File: config.mk
export PLATFORM = sky130hd
export DESIGN_NAME = sudoku_group_check
export DESIGN_NICKNAME = d
export VERILOG_FILES = /design/src/rtl/sudoku_group_check.sv
export SDC_FILE = /design/constraint.sdc
export NUM_CORES = 1
export LEC_CHECK = 0
export CORE_AREA = 2 2 39 41
export DETAILED_ROUTE_END_ITERATION = 7
export DIE_AREA = 0 0 41 43
export SYNTH_ARGS = -nofsm -noshare
export SYNTH_HDL_FRONTEND = slang
export SYNTH_SLANG_ARGS = --single-unit
File: constraint.sdc
create_clock -name vclk -period 1.6
set_clock_uncertainty 0.05 [all_clocks]
set_input_delay 0.32 -clock vclk [all_inputs]
set_output_delay 0.32 -clock vclk [all_outputs]
set_load 0.01 [all_outputs]
File: src/rtl/sudoku_group_check.sv
// -----------------------------------------------------------------------------
// sudoku_group_check
// Purely combinational legality test for one Sudoku group of four cells.
// A group is legal iff every cell holds a digit 1..4 and the four digits
// together cover {1,2,3,4} exactly once each.
//
// Ports:
//   cell0..cell3  in   CELL_W  cell values (0 = empty, 5..7 = illegal)
//   legal         out  1       group is a permutation of 1..4
// -----------------------------------------------------------------------------
module sudoku_group_check #(
  parameter int CELL_W = 3
) (
  input  logic [CELL_W-1:0] cell0,
  input  logic [CELL_W-1:0] cell1,
  input  logic [CELL_W-1:0] cell2,
  input  logic [CELL_W-1:0] cell3,
  output logic              legal
);

  logic [CELL_W-1:0] cells [4];
  logic [3:0]        hot   [4];
  logic [3:0]        seen;
  logic              all_digits;

  assign cells[0] = cell0;
  assign cells[1] = cell1;
  assign cells[2] = cell2;
  assign cells[3] = cell3;

  // One-hot decode per cell; empty and out-of-range values decode to zero,
  // so they both fail the range test and leave a hole in the coverage mask.
  always_comb begin
    // NOTE: every variable gets a default before the case/loop so no path
    // leaves it unassigned, which would otherwise infer a latch.
    seen       = 4'b0000;
    all_digits = 1'b1;
    for (int i = 0; i < 4; i++) begin
      case (cells[i])
        CELL_W'(1): hot[i] = 4'b0001;
        CELL_W'(2): hot[i] = 4'b0010;
        CELL_W'(3): hot[i] = 4'b0100;
        CELL_W'(4): hot[i] = 4'b1000;
        default:    hot[i] = 4'b0000;
      endcase
      seen       = seen | hot[i];
      all_digits = all_digits & (|hot[i]);
    end
    legal = all_digits && (seen == 4'b1111);
  end

endmodule

==> summary.md <==
| Metric | Value |
|---|---|
| Status | finished, final reports clean |
| DRT Pass-1 Iters | 4 |
| Minimum hold slack | 1180 ps |
| Hold path cells | 5 |
| Final Max Tran Viols | 0 |
| CP peak stage delay | 200 ps |
| Bufs and invs on worst path | 2 |
| Largest net degree at the start of global routing | 6 |
| Tot GR Track Use | 0.0789 |
| Final ANT Viol Nets | 0 |
| Multi-input combinational cell area | 273 um2 |
| Synth-to-layout area growth | 101% |
| Syn_area_per_cell | 6.88 um2 |
| Via count | 296 |
| Type of the tightest min-delay check | input port to primary output |
| Min-delay src | cell3[2] |
| Die W | 41 um |
| Top Ports | 13 |
| Number of diodes | 0 |
| Distinct cell type count after synthesis | 17 |
| DPL Wire Length | 487 um |
| Post-route DRC violation count | 0 |
| Endpoints failing setup | 0 |
| WL final | 672 um |
| Post-CTS Setup Inserts | 0 |
| Cell Area, Synth | 220 um2 |
| FMAX | 0.651 GHz |
| Critical path peak fanout | 3 |
| Hold violation total from the final report | 0 |
| Fill cells | approximately 150 |
| Vias in the first global route | 289 |
| Nets | 64 |
| Cts hold-fix bufs | 0 |
| Setup TNS | 0 ps |
| Clkbuf count | 0 |
| Setup ws final | 64.0 ps |
| Drt wl/cell | 10.2 um |
| Initial core utilization | 0.159 |
| # rows | 14 |
| Global-route wire length before repair | between 1000 and 1500 um |
| Leak pwr | 0.194 nW |
| Required time worst endpoint | 1230 ps |
| Hold path endpoint | legal |
| Setup crit end kind | primary output |
| Max VDD drop | ~0.000088 V |
| Core area | around 1400 um2 |
| RSZ-0062 raised after global routing | yes |
| CP delay by family, top | simple AND/OR/NAND/NOR gates |
| Seq Cell Count | 0 |
| Overflow after GRT | 0 |
| Yosys warning total | 0 |
| Crit path arrival time | 1170 ps |
| GPL Wtd Cong | 0.720 |
| Storage cell area | 0 um2 |
| Power Density | 233 nW/um2 |
| Final period utilization | 0.960 |
| Syn Inst Count | 32 |
| DIE HEIGHT | 43 um |
| CP Depth | 6 |
| Syn Nets | 44 |
| Final Power | between 0.1 and 0.15 mW |
| Buffers on Ports | 13 |
| Min Clock Period, post-route | 1540 ps |
| Max cap viols | 0 |
| Via density | 4.48 |
| Post-Layout Inst Area | between 400 and 500 um2 |
| Die area | 1760 um2 |
| Initial antenna violation count | 0 |
| Iteration-0 DRC count of the detailed router | 8 |
| Pre-CTS setup slack | -797 ps |
| Slowest-stage cell, CP | nor3b_4 |
| Critical path class | input port to primary output |
| Crit path cell chain | buf_8, nor3b_4, a31oi_2, a211oi_2, and3_1, buf_2 |
| Sequential fraction of the synthesis area | 0 |
| Rel. slew slack | 0.870 |
| Startpoint Class | input port |
| Area after DPL | 408 um2 |
| Layout cells sized above 1 | 0.640 |
| Slew @ Worst Pin | 195 ps |
## cell usage after synthesis
library cell,number,share of area
a32oi_1,1,0.040
and3b_1,1,0.040
and4bb_1,1,0.057
o21ai_0,1,0.023
xnor2_1,1,0.040
a31oi_1,2,0.057
xor2_1,1,0.040
nor3b_1,2,0.068
and3_1,1,0.028
nor2_1,5,0.085
a211oi_2,2,0.11
inv_1,4,0.068
a21oi_1,3,0.068
a22oi_1,3,0.10
nor3b_2,2,0.11
nor2_2,1,0.028
nor2b_1,1,0.028
## cell type report
type                       instances  area share
timing repair buffer              18       0.305
tap                               16      0.0452
inverter                           4      0.0339
multi-input combinational         28       0.616
## how the worst max path moves through the flow
stage	to	slack, ps	from
floorplan	legal	270	cell0[2]
global placement	legal	-790	cell1[1]
finish	legal	60	cell3[1]
detailed placement	legal	-800	cell3[0]
global route	legal	-20	cell3[1]
CTS	legal	9	cell2[0]
## layout by cell type (no fill, tap or decap), types with 2 or more instances in the layout
master and count:
a22oi_1 2, a211oi_2 2, nor2_4 3, buf_4 4, inv_1 4, nor3b_2 2, buf_6 4, nor3b_4 2
nor2_1 2, a21oi_1 2, buf_2 9
## layer usage
metal  wire, um  GRT usage  up-vias
li1           -          -      157
met2        324      0.147       12
met1        283      0.101      127
met3         65          0        0
met4          0          0        0
met5          0          0        -
## stage by stage
stage / std cells / util
after global routing: 66 / 0.320
after detailed placement: 66 / 0.295
after global placement: 66 / 0.295
after floorplan: 32 / -
final: 66 / 0.320
after CTS: 66 / 0.288
## cell families (layout without fill, tap and decap cells)
kind of cell / after synthesis / in the layout / share of synthesized area
simple gates: 14 / 14 / 0.449
compound gates: 12 / 12 / 0.403
buf+inv: 4 / 22 / 0.0682
xor+xnor: 2 / 2 / 0.0796
## where the power goes
part	total, mW	internal (mW)	switching, mW
Clock	0	0	0
Combinational	0.103	0.0557	0.0473
Sequential	0	0	0
Total	0.103	0.0557	0.0473
## what timing repair did
| action | CTS | global route |
|---|---|---|
| pin swaps | 10 | 5 |
| resized for setup | 62 | 15 |
| endpoints found under the setup margin | 1 | 1 |
Note: power is estimated with default switching activity, not from simulation.
